<file path="src/rtl/fifo_pkg.sv">
// Pointer-width derivation and binary-to-Gray conversion, shared by the write
// and read pointer handlers of the asynchronous FIFO.
package fifo_pkg;

  localparam int MAX_PTR_W = 32;

  function automatic int ptr_width(input int depth);
    return $clog2(depth);
  endfunction

  // Callers zero-extend into MAX_PTR_W bits and cast the result back down.
  function automatic logic [MAX_PTR_W-1:0] bin2gray(input logic [MAX_PTR_W-1:0] b);
    return b ^ (b >> 1);
  endfunction

endpackage

</file>
<file path="src/rtl/wptr_full_handler_if.sv">
// Write-side pointer/status bundle. The master modport is the pointer handler.
// The almost_full and wlevel signals exist only when WPTR_ALMOST_FULL_EN is defined.
interface wptr_full_handler_if #(
  parameter int PTR_WIDTH = 4
);
  logic                 w_en;
  logic [PTR_WIDTH:0]   g_rptr_sync;
  logic [PTR_WIDTH:0]   b_wptr;
  logic [PTR_WIDTH:0]   g_wptr;
  logic                 full;
  logic                 overflow;
`ifdef WPTR_ALMOST_FULL_EN
  logic                 almost_full;
  logic [PTR_WIDTH:0]   wlevel;

  modport master (
    input  w_en, g_rptr_sync,
    output b_wptr, g_wptr, full, overflow, almost_full, wlevel
  );
  modport slave (
    output w_en, g_rptr_sync,
    input  b_wptr, g_wptr, full, overflow, almost_full, wlevel
  );
`else
  modport master (
    input  w_en, g_rptr_sync,
    output b_wptr, g_wptr, full, overflow
  );
  modport slave (
    output w_en, g_rptr_sync,
    input  b_wptr, g_wptr, full, overflow
  );
`endif
endinterface

</file>
<file path="src/rtl/gray2bin.sv">
// Combinational Gray-to-binary converter: each binary bit is the XOR of all
// Gray bits at or above its position.
module gray2bin #(
  parameter int WIDTH = 5
) (
  input  logic [WIDTH-1:0] i_gray,
  output logic [WIDTH-1:0] o_bin
);

  // NOTE: every variable assigned in always_comb gets a default first, so no
  // path leaves it unassigned and no latch is inferred.
  always_comb begin
    o_bin = '0;
    for (int i = 0; i < WIDTH; i++) begin
      o_bin[i] = ^(i_gray >> i);
    end
  end

endmodule

</file>
<file path="src/rtl/wptr_full_handler.sv">
// Write-domain pointer, full and sticky-overflow logic for the asynchronous FIFO.
// Optional: define WPTR_ALMOST_FULL_EN to add the registered almost_full and wlevel.
module wptr_full_handler
  import fifo_pkg::*;
#(
  parameter int DATA_WIDTH = 8,
  parameter int DEPTH      = 16,
  parameter int PTR_WIDTH  = ptr_width(DEPTH),
  parameter int AF_MARGIN  = 2
) (
  input  logic              wclk,
  input  logic              wrst,
  wptr_full_handler_if.master wif
);

  localparam int PW = PTR_WIDTH + 1;

  logic [PTR_WIDTH:0] r_b_wptr;
  logic [PTR_WIDTH:0] r_g_wptr;
  logic               r_full;
  logic               r_overflow;

  logic               w_wr_ok;
  logic [PTR_WIDTH:0] w_b_next;
  logic [PTR_WIDTH:0] w_g_next;
  logic [PTR_WIDTH:0] w_full_cmp;
  logic               w_full_next;

  // The full flag blocks the pointer increment, so the memory write enable
  // (driven from the same wr_ok term) is never active while full.
  assign w_wr_ok     = wif.w_en & ~r_full;
  assign w_b_next    = r_b_wptr + PW'(w_wr_ok);
  assign w_g_next    = PW'(bin2gray(MAX_PTR_W'(w_b_next)));
  assign w_full_cmp  = {~wif.g_rptr_sync[PTR_WIDTH:PTR_WIDTH-1],
                        wif.g_rptr_sync[PTR_WIDTH-2:0]};
  assign w_full_next = (w_g_next == w_full_cmp);

  // NOTE: sequential state uses non-blocking assignments so every register
  // samples the pre-edge values, independent of statement order.
  always_ff @(posedge wclk or posedge wrst) begin
    if (wrst) begin
      r_b_wptr   <= '0;
      r_g_wptr   <= '0;
      r_full     <= 1'b0;
      r_overflow <= 1'b0;
    end else begin
      r_b_wptr   <= w_b_next;
      r_g_wptr   <= w_g_next;
      r_full     <= w_full_next;
      r_overflow <= r_overflow | (wif.w_en & r_full);
    end
  end

  assign wif.b_wptr   = r_b_wptr;
  assign wif.g_wptr   = r_g_wptr;
  assign wif.full     = r_full;
  assign wif.overflow = r_overflow;

`ifdef WPTR_ALMOST_FULL_EN
  localparam logic [PTR_WIDTH:0] AF_THRESH = PW'(DEPTH - AF_MARGIN);

  logic [PTR_WIDTH:0] w_rbin;
  logic [PTR_WIDTH:0] w_wlevel_next;
  logic [PTR_WIDTH:0] r_wlevel;
  logic               r_almost_full;

  gray2bin #(.WIDTH(PW)) u_rptr_g2b (
    .i_gray (wif.g_rptr_sync),
    .o_bin  (w_rbin)
  );

  assign w_wlevel_next = w_b_next - w_rbin;

  always_ff @(posedge wclk or posedge wrst) begin
    if (wrst) begin
      r_wlevel      <= '0;
      r_almost_full <= 1'b0;
    end else begin
      r_wlevel      <= w_wlevel_next;
      r_almost_full <= (w_wlevel_next >= AF_THRESH);
    end
  end

  assign wif.wlevel      = r_wlevel;
  assign wif.almost_full = r_almost_full;
`endif

endmodule

</file>
<file path="src/flat_wrapper.sv">
// flat-port wrapper written by rule: the top's interface ports become plain ports
module wptr_full_handler_flat import fifo_pkg::*;
#(
  parameter int DATA_WIDTH = 8,
  parameter int DEPTH      = 16,
  parameter int PTR_WIDTH  = ptr_width(DEPTH),
  parameter int AF_MARGIN  = 2
)
  (wclk, wrst, wif_w_en, wif_g_rptr_sync, wif_b_wptr, wif_g_wptr, wif_full, wif_overflow);
  wptr_full_handler_if #(.PTR_WIDTH(PTR_WIDTH)) wif_i ();
  input  logic wclk;
  input  logic wrst;
  input wire logic [$bits(wif_i.w_en)-1:0] wif_w_en;
  input wire logic [$bits(wif_i.g_rptr_sync)-1:0] wif_g_rptr_sync;
  output wire logic [$bits(wif_i.b_wptr)-1:0] wif_b_wptr;
  output wire logic [$bits(wif_i.g_wptr)-1:0] wif_g_wptr;
  output wire logic [$bits(wif_i.full)-1:0] wif_full;
  output wire logic [$bits(wif_i.overflow)-1:0] wif_overflow;
  assign wif_i.w_en = wif_w_en;
  assign wif_i.g_rptr_sync = wif_g_rptr_sync;
  assign wif_b_wptr = wif_i.b_wptr;
  assign wif_g_wptr = wif_i.g_wptr;
  assign wif_full = wif_i.full;
  assign wif_overflow = wif_i.overflow;
  wptr_full_handler #(.DATA_WIDTH(DATA_WIDTH), .DEPTH(DEPTH), .PTR_WIDTH(PTR_WIDTH), .AF_MARGIN(AF_MARGIN)) u_core (.wclk(wclk), .wrst(wrst), .wif(wif_i));
endmodule
</file>
<file path="config.mk">
export PLATFORM = sky130hd
export DESIGN_NAME = wptr_full_handler_flat
export DESIGN_NICKNAME = d
export VERILOG_FILES = /design/src/rtl/fifo_pkg.sv /design/src/rtl/wptr_full_handler_if.sv /design/src/rtl/gray2bin.sv /design/src/rtl/wptr_full_handler.sv /design/src/flat_wrapper.sv
export SDC_FILE = /design/constraint.sdc
export NUM_CORES = 1
export LEC_CHECK = 0
export BUFFER_PORTS_ARGS = -buffer_cell sky130_fd_sc_hd__buf_2
export CAP_MARGIN = 15
export CORE_AREA = 2 2 39 41
export DETAILED_ROUTE_END_ITERATION = 12
export DIE_AREA = 0 0 41 43
export HOLD_SLACK_MARGIN = 0.1
export PLACE_DENSITY = 0.66
export SLEW_MARGIN = 20
export SYNTH_ARGS = -nofsm -noshare
export SYNTH_HDL_FRONTEND = slang
export SYNTH_SLANG_ARGS = --single-unit
</file>
<file path="constraint.sdc">
create_clock -name wclk -period 6.1 [get_ports wclk]
set_input_delay 1.525 -clock wclk [delete_from_list [all_inputs] [get_ports wclk]]
set_output_delay 1.525 -clock wclk [all_outputs]
set_load 0.01 [all_outputs]
</file>
==> results of run 1 <==
[sequential cells by signal, indices dropped and copies added (netlist names)]
name and count:
u_core.wif.full 1, u_core.wif.overflow 1, u_core.wif.b_wptr 5, u_core.wif.g_wptr 4
[synthesized netlist by cell type]
library cell	n	area (sq um)
sky130_fd_sc_hd__and3_2	1	7.510
sky130_fd_sc_hd__a21boi_0	1	7.510
sky130_fd_sc_hd__a21o_1	1	7.510
sky130_fd_sc_hd__nor2b_1	1	6.260
sky130_fd_sc_hd__xnor2_2	1	16.27
sky130_fd_sc_hd__inv_1	2	7.510
sky130_fd_sc_hd__xnor2_1	9	78.83
sky130_fd_sc_hd__ha_1	2	25.02
sky130_fd_sc_hd__nand2_1	2	7.510
sky130_fd_sc_hd__dfrtp_1	11	275.3
sky130_fd_sc_hd__o22ai_1	1	6.260
sky130_fd_sc_hd__buf_4	1	7.510
sky130_fd_sc_hd__xor2_1	5	43.79
sky130_fd_sc_hd__or3_1	1	6.260
sky130_fd_sc_hd__nand4_1	1	6.260
sky130_fd_sc_hd__nand3_1	2	10.01
sky130_fd_sc_hd__a2111oi_2	1	15.01
[power breakdown]
group / internal, W / switching [W]
logic: 0.000107 / 0.000113
clock network: 0.0000243 / 0.0000258
registers: 0.000112 / 0.0000312
total: 0.000243 / 0.000170
[area by class of cell]
| class | instances | area (sq um) |
|---|---|---|
| Tap cell | 16 | 20.02 |
| Clock inverter | 1 | 5.005 |
| Multi-Input combinational cell | 29 | 244.0 |
| Clock buffer | 3 | 22.52 |
| Sequential cell | 11 | 275.3 |
| Timing Repair Buffer | 19 | 95.09 |
| Inverter | 2 | 7.507 |
| Fill cell | 145 | 714.4 |
[per-layer routing]
layer | track usage, % | routed length (um) | vias up
met5 | 0 | 0 | -
met4 | 16.00 | 57 | 0
met3 | 3.141 | 66 | 5
met2 | 20.31 | 451 | 16
met1 | 14.29 | 376 | 179
li1 | - | - | 185
[worst paths after layout]
path,endpoint,cells past startpoint
setup / recovery,u_core.wif.full,8
hold / removal,u_core.wif.overflow,1
setup reg to reg,u_core.wif.full,7
hold reg to reg,u_core.wif.overflow,1
max in group asynchronous,u_core.wif.g_wptr[3],2
min in group asynchronous,u_core.wif.g_wptr[1],2
[critical path, cell delays in order]
cell                        delay (ns)
sky130_fd_sc_hd__buf_2            0.10
sky130_fd_sc_hd__nor2b_1          0.12
sky130_fd_sc_hd__ha_1             0.23
sky130_fd_sc_hd__ha_1             0.29
sky130_fd_sc_hd__xnor2_2          0.29
sky130_fd_sc_hd__xnor2_1          0.12
sky130_fd_sc_hd__or3_1            0.36
sky130_fd_sc_hd__a2111oi_2        0.36
[cell families after synthesis]
group | Yosys count | synth area share, %
AOI/OAI and AO/OA | 4 | 6.793
xor gates and xnor gates | 15 | 26.00
and+or+nand+nor | 8 | 8.200
DFF | 11 | 51.52
adders and majority gates | 2 | 4.683
buffers and inverters | 3 | 2.811
[per-stage QoR]
stage / hold slack (ns) / area (sq um) / total power [W] / util (%) / cells
finish: 0.4508 / 669.4 / 0.0004136 / 48.37 / 81
global route: 0.4740 / 669.4 / 0.0004522 / 48.37 / 81
floorplan: 0.4932 / 534.3 / 0.0003078 / - / 43
detailed placement: 0.4390 / 641.9 / 0.0003665 / 46.38 / 77
global placement: 0.4388 / 641.9 / 0.0003634 / 46.38 / 77
CTS: 0.4547 / 669.4 / 0.0004198 / 48.37 / 81
==> impl_results.md, run 1 <==
* Peak supply drop at about 0.21 mV
* Post-synth design cell area at 534.3 sq um
* Overall routed net length at about 950 um
* Result of the run: complete, no violations
* Worst reg2reg path startpoint: u_core.wif.full
* Pre-antenna DRT Iters at 4
* Clock period minus final worst setup slack at 3.237 ns
* Required arrival time at the worst endpoint at 6.27 ns
* Area growth from synthesis to layout at 25.29%
* Layout cells sized above 1 at between 40% and 50%
* Final estimated routing congestion in global placement at 0.7147
* Die width at 41 um
* Number of antenna diodes at 0
* Detail-routed via count per cell at about 4.8
* Sequential fraction of the synthesis area at 51.52%
* Clk buf depth at 2
* DP HPWL at 708.2 um
* Worst Path Max Fanout at 5
* Count of unresolved DRC violations after routing at 0
* Worst-Margin Slew at 0.4249 ns
* Port Buf Inserts at 19
* Max-capacitance violation count at 0
* Total number of vias at 385
* Die area at 1763 sq um
* Count of hold buffers inserted by post-cts repair at 0
* Net count after synthesis at 53
* Leakage power at about 0.33 nW
* Synthesized instance count at 43
* Category of the worst setup path capture point: flip-flop
* GRT Total Usage at between 10 and 15%
* Clk_lat worst skew at 0.28 ns
* Commonest non-fill, non-tap cells in the layout: sky130_fd_sc_hd__buf_2 (19), sky130_fd_sc_hd__dfrtp_1 (11), sky130_fd_sc_hd__xnor2_1 (9)
* Setup violations, final at 0
* Final worst setup slack at 2.863 ns
* Post-Syn Area per Cell at 12.42 sq um
* Total negative slack for setup checks at 0 ns
* CTS root buf: sky130_fd_sc_hd__clkbuf_4
* Launch instance of the worst min-delay path: u_core.wif.overflow
* Core area at 1384 sq um
* Count of different cell masters after synthesis at 17
* Antenna violations before repair at 0
* I/O pin total at 20
* Post-detailed-route count of antenna-violating nets at 0
* Worst EP arrival at about 3.4 ns
* Starting density of the core at between 30% and 40%
* Pre-CTS setup slack at around 2.6 ns
* Max Freq at slightly above 300 MHz
* Synth Warn # at 0
* CTS tree: built
* Clk slew on worst S/H paths at roughly 0.070 ns
* Via count of the first global-routing pass at 376
* Number of buffers inserted to repair setup after CTS at 0
* H-tree Lvls at 1
* Crit start category: input pin
* Number of storage elements in the synthesis netlist at 11
* Clock sink count at 11
* Inserted Clock Buffers at 3
* Final cycle utilization of the critical path at roughly 53%
* Number of DRC violations after detailed-routing iteration 0 at 4
* Max Slew Vio Count at 0
* Critical path type: in -> reg
* Final hold viol count at 0
* Global-route wire length before repair at 1.531 mm
* Vertical extent of the die at 43 um
* Normalized max-slew margin at 71.65%
* Wire length per cell at around 12 um
* Final global-route overflow total at 0
* Pwr/cell area at 617.8 nW/um^2
* Quantity of gates resized following cts at 0
* Clock skew after layout at 0.006213 ns
* Hold Crit Class: reg -> reg
* Final nets at 76
* Leading cell type in the layout, fill and taps excluded: sky130_fd_sc_hd__buf_2
* Worst setup startpoint: wif_w_en
* RSZ-0062 raised after global routing: false
* Internal reg-to-reg setup slack at roughly 3.9 ns
* Pin count of the biggest net entering global routing at 12
* Standard-cell rows at 14
(Power assumes the default switching activity.)
==> run 2: changes to the inputs <==
- CORE_AREA: 2 2 39 41 -> unset
- CORE_MARGIN: unset -> 1
- CORE_UTILIZATION: unset -> 41
- DIE_AREA: 0 0 41 43 -> unset
- PLACE_DENSITY: 0.66 -> 0.7
- clock period: 6.1 -> 2.6 ns (I/O delays scaled with it)
==> run 2 against run 1 <==
Compared with the run above:
- final area rose by 2.8%
- worst setup slack worse by 2.5 ns
- die area decreased by 18%
- hold slack lost 0.081 ns
- clock skew fell by 0.0056 ns
- global-route usage increased by 1.4 points
- critical path type unchanged
- largest power group unchanged
- highest routed layer unchanged
==> impl_results.md, run 2 (synthesis results as in run 1) <==
* Worst EP arrival at 2.35 ns
* Clock period minus final worst setup slack at 2.203 ns
* Max Slew Vio Count at 0
* Clock skew after layout at 0.0006490 ns
* Filler cell count at around 110
* Required arrival time at the worst endpoint at about 2.8 ns
* Port Buf Inserts at 19
* Max FFs per register at 5
* Die width at 38.10 um
* Pre-CTS setup slack at roughly 0.13 ns
* Wire length per cell at 10.96 um
* DP HPWL at 725.9 um
* Pin count of the biggest net entering global routing at 12
* Slowest cell delay on critical path at approximately 0.36 ns
* Via count of the first global-routing pass at 363
* Overall routed net length at approximately 900 um
* Clk buf depth at 2
* Path depth of the worst reg2reg path at 7
* Worst Path Max Fanout at 4
* Leading cell type in the layout, fill and taps excluded: sky130_fd_sc_hd__buf_2
* Instance area after placement at 661.9 sq um
* Internal reg-to-reg setup slack at 0.55 ns
* Normalized max-slew margin at between 70% and 80%
* Clk_lat worst skew at 0.26 ns
* Max Freq at 454.0 MHz
* Clk slew on worst S/H paths at roughly 0.070 ns
* Result of the run: complete, no violations
* Detail-routed via count per cell at 4.561
* H-tree Lvls at 1
* Inserted Clock Buffers at 3
* CP most frequent cell: sky130_fd_sc_hd__ha_1
* CP cell instances: buf_2 -> nor2b_1 -> ha_1 -> ha_1 -> xnor2_2 -> xnor2_1 -> or3_1 -> a2111oi_2
* Vertical extent of the die at 38.10 um
* Post-detailed-route count of antenna-violating nets at 0
* Final estimated routing congestion in global placement at 0.7362
* Number of buffers inserted to repair setup after CTS at 0
* Capture point of the worst reg-to-reg path: u_core.wif.full
* CTS root buf: sky130_fd_sc_hd__clkbuf_4
* Critical path type: in -> reg
* Global-route wire length before repair at about 1.5 mm
* Peak supply drop at between 0.6 and 0.7 mV
* Final cycle utilization of the critical path at 84.71%
* CTS tree: built
* Core area at 1156 sq um
* Starting density of the core at 46.21%
* Final total power at about 0.0010 W
* Final nets at 79
* Leakage power at between 0.3 and 0.4 nW
* Total negative slack for setup checks at 0 ns
* Worst reg2reg path startpoint: u_core.wif.full
* Number of DRC violations after detailed-routing iteration 0 at 0
* Cell area after layout at a little under 700 sq um
* Category of the worst setup path capture point: flip-flop
* Antenna violations before repair at 0
* Area growth from synthesis to layout at 28.81%
* Clock sink count at 11
* Final global-route overflow total at 0
* Standard-cell rows at 12
* Count of unresolved DRC violations after routing at 0
* Setup violations, final at 0
* Total number of vias at approximately 370
* Worst-Margin Slew at 0.4129 ns
* GRT Total Usage at 15.38%
* RSZ-0062 raised after global routing: false
* Quantity of gates resized following cts at 0
* Max stage delay cell, worst path: sky130_fd_sc_hd__or3_1
* Final worst setup slack at between 0.3 and 0.4 ns
* Final core utilization at 59.52%
* Hold Crit Class: in -> async
* Final hold viol count at 0
* Max-capacitance violation count at 0
* Layout cells sized above 1 at 41.18%
* I/O pin total at 20
* Count of hold buffers inserted by post-cts repair at 0
* Number of antenna diodes at 0
* Commonest non-fill, non-tap cells in the layout: sky130_fd_sc_hd__buf_2 (19), sky130_fd_sc_hd__dfrtp_1 (11), sky130_fd_sc_hd__xnor2_1 (9)
* Pre-antenna DRT Iters at 1
* Crit start category: input pin
* Die area at between 1000 and 1500 sq um
* Pwr/cell area at 1465 nW/um^2
[run 2: worst max path at each step]
stage	from	to	slack [ns]	depth (start not counted)
after floorplan	wif_w_en	u_core.wif.full	0.22	7
after global placement	wif_w_en	u_core.wif.full	0.17	8
after detailed placement	wif_w_en	u_core.wif.full	0.13	8
after CTS	wif_w_en	u_core.wif.full	0.39	8
after global routing	wif_w_en	u_core.wif.full	0.30	8
final	wif_w_en	u_core.wif.full	0.40	8
[run 2: layout make-up]
class | count | area (sq um) | share of cell area [%]
Sequential cell | 11 | 275.3 | 40.00
Multi-Input combinational cell | 29 | 244.0 | 35.45
Timing Repair Buffer | 22 | 117.6 | 17.09
Clock buffer | 4 | 26.28 | 3.818
Tap cell | 14 | 17.52 | 2.545
Inverter | 2 | 7.507 | 1.091
[run 2: metal layers]
layer / vias up / part of all wire, % / global-route usage (%)
li1: 191 / - / -
met4: 0 / 0.89 / 8.036
met2: 16 / 46 / 22.88
met3: 2 / 5.1 / 3.488
met5: - / 0 / 0
met1: 165 / 48 / 20.68
[run 2: power by group]
| part | internal (W) | switching (W) |
|---|---|---|
| Sequential | 0.000263 | 0.0000709 |
| Combinational | 0.000284 | 0.000278 |
| Clock | 0.0000592 | 0.0000518 |
| Total | 0.000607 | 0.000401 |
[run 2: worst max-delay path, delay by kind of cell]
kind / cells / cell delay (ns)
AO/OA/AOI/OAI: 1 / 0.35
XOR/XNOR: 2 / 0.30
AND/OR/NAND/NOR: 2 / 0.49
buffers and inverters: 1 / 0.10
adder cells (fa/ha/maj): 2 / 0.47
[run 2: through the flow]
stage | hold slack [ns] | cells
6_report | 0.3697 | 82
5_1_grt | 0.4154 | 82
4_1_cts | 0.3783 | 82
3_5_place_dp | 0.4406 | 78
3_3_place_gp | 0.4386 | 78
2_1_floorplan | 0.4932 | 43
==> run 3: changes to the inputs <==
- ABC_AREA: unset -> 1
- CORE_UTILIZATION: 41 -> 42
- clock period: 2.6 -> 1.9 ns (I/O delays scaled with it)
==> run 3 against run 2 <==
Compared with the run above:
- flip-flop and latch count did not move
- critical path type is now reg -> reg
- power is 38% higher
- clock-buffer cell count is the same
- final area increased by 5.8%
==> impl_results.md, run 3 <==
* Hold Crit Class: in -> async
* Global-route wire length before repair at 1.731 mm
* Leading area contributor after synthesis: sky130_fd_sc_hd__dfrtp_1
* Clk_lat worst skew at 0.27 ns
* Inserted Clock Buffers at 3
* Final cycle utilization of the critical path at 89.79%
* Max Slew Vio Count at 0
* Number of antenna diodes at 0
* Core area at roughly 1300 sq um
* Vertical extent of the die at between 30 and 40 um
* Capture point of the worst reg-to-reg path: u_core.wif.full
* Most used flip-flop cell after synthesis: sky130_fd_sc_hd__dfrtp_1
* Clock period minus final worst setup slack at approximately 1.7 ns
* Total negative slack for setup checks at 0 ns
* Area share of the largest cell type after synthesis at 46.51%
* I/O pin total at 20
* Most numerous cell in the Yosys netlist: sky130_fd_sc_hd__nand2_1
* Synth top cells by count: sky130_fd_sc_hd__nand2_1 (26), sky130_fd_sc_hd__dfrtp_1 (11), sky130_fd_sc_hd__nand3_1 (8)
* Path depth of the worst reg2reg path at 11
* Clk slew on worst S/H paths at roughly 0.070 ns
* Required arrival time at the worst endpoint at 2.10 ns
* Number of DRC violations after detailed-routing iteration 0 at 8
* Max-capacitance violation count at 0
* Filler cell count at 130
* Net count after synthesis at 83
* Commonest non-fill, non-tap cells in the layout: sky130_fd_sc_hd__nand2_1 (26), sky130_fd_sc_hd__buf_2 (19), sky130_fd_sc_hd__dfrtp_1 (11)
* Final global-route overflow total at 0
* Final worst setup slack at just under 0.2 ns
* Final core utilization at about 56%
* Worst Path Max Fanout at 6
* Synthesized instance count at 73
* Wire length per cell at 10.55 um
* Number of buffers inserted to repair setup after CTS at 0
* H-tree Lvls at 1
* Number of storage elements in the synthesis netlist at 11
* Standard-cell rows at 13
* Clk buf depth at 2
* Die area at approximately 1600 sq um
* Ys async rst share at 100.0%
* Leakage power at 0.4184 nW
* Pre-CTS setup slack at 0.005385 ns
* Worst-Margin Slew at 0.4352 ns
* Setup violations, final at 0
* Port Buf Inserts at 19
* Quantity of gates resized following cts at 0
* Layout cells sized above 1 at 28.13%
* Internal reg-to-reg setup slack at 0.19 ns
* Result of the run: complete, no violations
* Synth Warn # at 0
* Max Freq at 586.2 MHz
* Peak supply drop at 0.8245 mV
* DP HPWL at about 910 um
* Antenna violations before repair at 0
* Category of the worst setup path capture point: flip-flop
* Clock sink count at 11
* Count of hold buffers inserted by post-cts repair at 0
* Overall routed net length at 1.171 mm
* Pre-antenna DRT Iters at 4
* Die width at around 40 um
* Count of flip-flops with a built-in enable after synthesis at 0
* CTS root buf: sky130_fd_sc_hd__clkbuf_4
* Post-detailed-route count of antenna-violating nets at 0
* Area growth from synthesis to layout at 23.04%
* Clock skew after layout at 0.003345 ns
* Via count of the first global-routing pass at 417
* Crit start category: flip-flop
* CTS tree: built
* GRT Total Usage at 17.24%
* Detail-routed via count per cell at 4.730
* Max FFs per register at 5
* Worst EP arrival at approximately 1.9 ns
* Leading cell type in the layout, fill and taps excluded: sky130_fd_sc_hd__nand2_1
* Sequential fraction of the synthesis area at 46.51%
* Pwr/cell area at 1909 nW/um^2
* Final nets at 107
* Starting density of the core at 45.48%
* Post-Syn Area per Cell at 8.107 sq um
* Worst reg2reg path startpoint: u_core.wif.full
* Final hold viol count at 0
* Final estimated routing congestion in global placement at roughly 0.73
* Normalized max-slew margin at a little under three quarters
* Critical path type: reg -> reg
* Worst setup startpoint: u_core.wif.full
* Pin count of the biggest net entering global routing at 12
* Count of unresolved DRC violations after routing at 0
* Total number of vias at 525
* Post-synth design cell area at 591.8 sq um
* RSZ-0062 raised after global routing: false
* Synth top area cells: sky130_fd_sc_hd__dfrtp_1 (47%), sky130_fd_sc_hd__nand2_1 (16%), sky130_fd_sc_hd__nand3_1 (6.8%)
* Count of different cell masters after synthesis at 16
* Worst hold margin at 0.1917 ns
* Crit path capture: u_core.wif.full
[run 3: power breakdown]
part	switching, W	total (W)	internal, W
Combinational	0.000458	0.000783	0.000325
Sequential	0.0000948	0.000447	0.000352
Clock	0.0000792	0.000160	0.0000812
[run 3: kinds of logic (layout without fill, tap and decap cells)]
| kind of cell | after synthesis | after routing | share of synthesized area, % |
|---|---|---|---|
| DFF | 11 | 11 | 46.51 |
| and+or+nand+nor | 45 | 45 | 33.83 |
| AOI/OAI and AO/OA | 1 | 1 | 1.269 |
| xor gates and xnor gates | 4 | 4 | 5.921 |
| adders and majority gates | 2 | 2 | 4.228 |
| buffers and inverters | 10 | 33 | 8.246 |
[run 3: worst min-delay path by stage]
| stage | start | to | slack (ns) | depth (start not counted) |
|---|---|---|---|---|
| 2_1_floorplan | wrst | u_core.wif.b_wptr[0] | 0.33 | 1 |
| 3_3_place_gp | u_core.wif.overflow | u_core.wif.overflow | 0.44 | 1 |
| 3_5_place_dp | u_core.wif.overflow | u_core.wif.overflow | 0.45 | 1 |
| 4_1_cts | wrst | u_core.wif.b_wptr[2] | 0.20 | 2 |
| 5_1_grt | wrst | u_core.wif.b_wptr[3] | 0.20 | 2 |
| 6_report | wrst | u_core.wif.b_wptr[2] | 0.19 | 2 |
[run 3: per-stage QoR]
step | power (W) | instance area (sq um) | cells
floorplan | 0.001011 | 591.8 | 73
global placement | 0.001219 | 701.9 | 107
detailed placement | 0.001237 | 701.9 | 107
CTS | 0.001401 | 728.2 | 111
global route | 0.001532 | 728.2 | 111
finish | 0.001390 | 728.2 | 111
[run 3: critical path, cell delays in order (launching register included)]
cell and delay (ns):
sky130_fd_sc_hd__dfrtp_1 0.40, sky130_fd_sc_hd__nor2_1 0.11, sky130_fd_sc_hd__ha_1 0.18, sky130_fd_sc_hd__ha_1 0.27, sky130_fd_sc_hd__nand3_1 0.13, sky130_fd_sc_hd__nand2_1 0.10
sky130_fd_sc_hd__nand2_2 0.09, sky130_fd_sc_hd__nand2_1 0.09, sky130_fd_sc_hd__nand3_1 0.07, sky130_fd_sc_hd__nand2_1 0.07, sky130_fd_sc_hd__nand2_1 0.05, sky130_fd_sc_hd__nor2_1 0.07
[run 3: per-layer routing]
metal / part of all wire, % / GRT usage, % / vias to the layer above
li1: - / - / 278
met1: 46 / 22.11 / 234
met2: 49 / 25.00 / 11
met3: 2.4 / 3.409 / 2
met4: 2.0 / 12.93 / 0
met5: 0 / 0 / -
[run 3: final cells by class]
class	count	area (sq um)	share of cell area, %
Sequential cell	11	275.3	37.80
Multi-Input combinational cell	52	267.8	36.77
Clock buffer	4	26.28	3.608
Timing Repair Buffer	21	110.1	15.12
Inverter	8	30.03	4.124
Tap cell	15	18.77	2.577
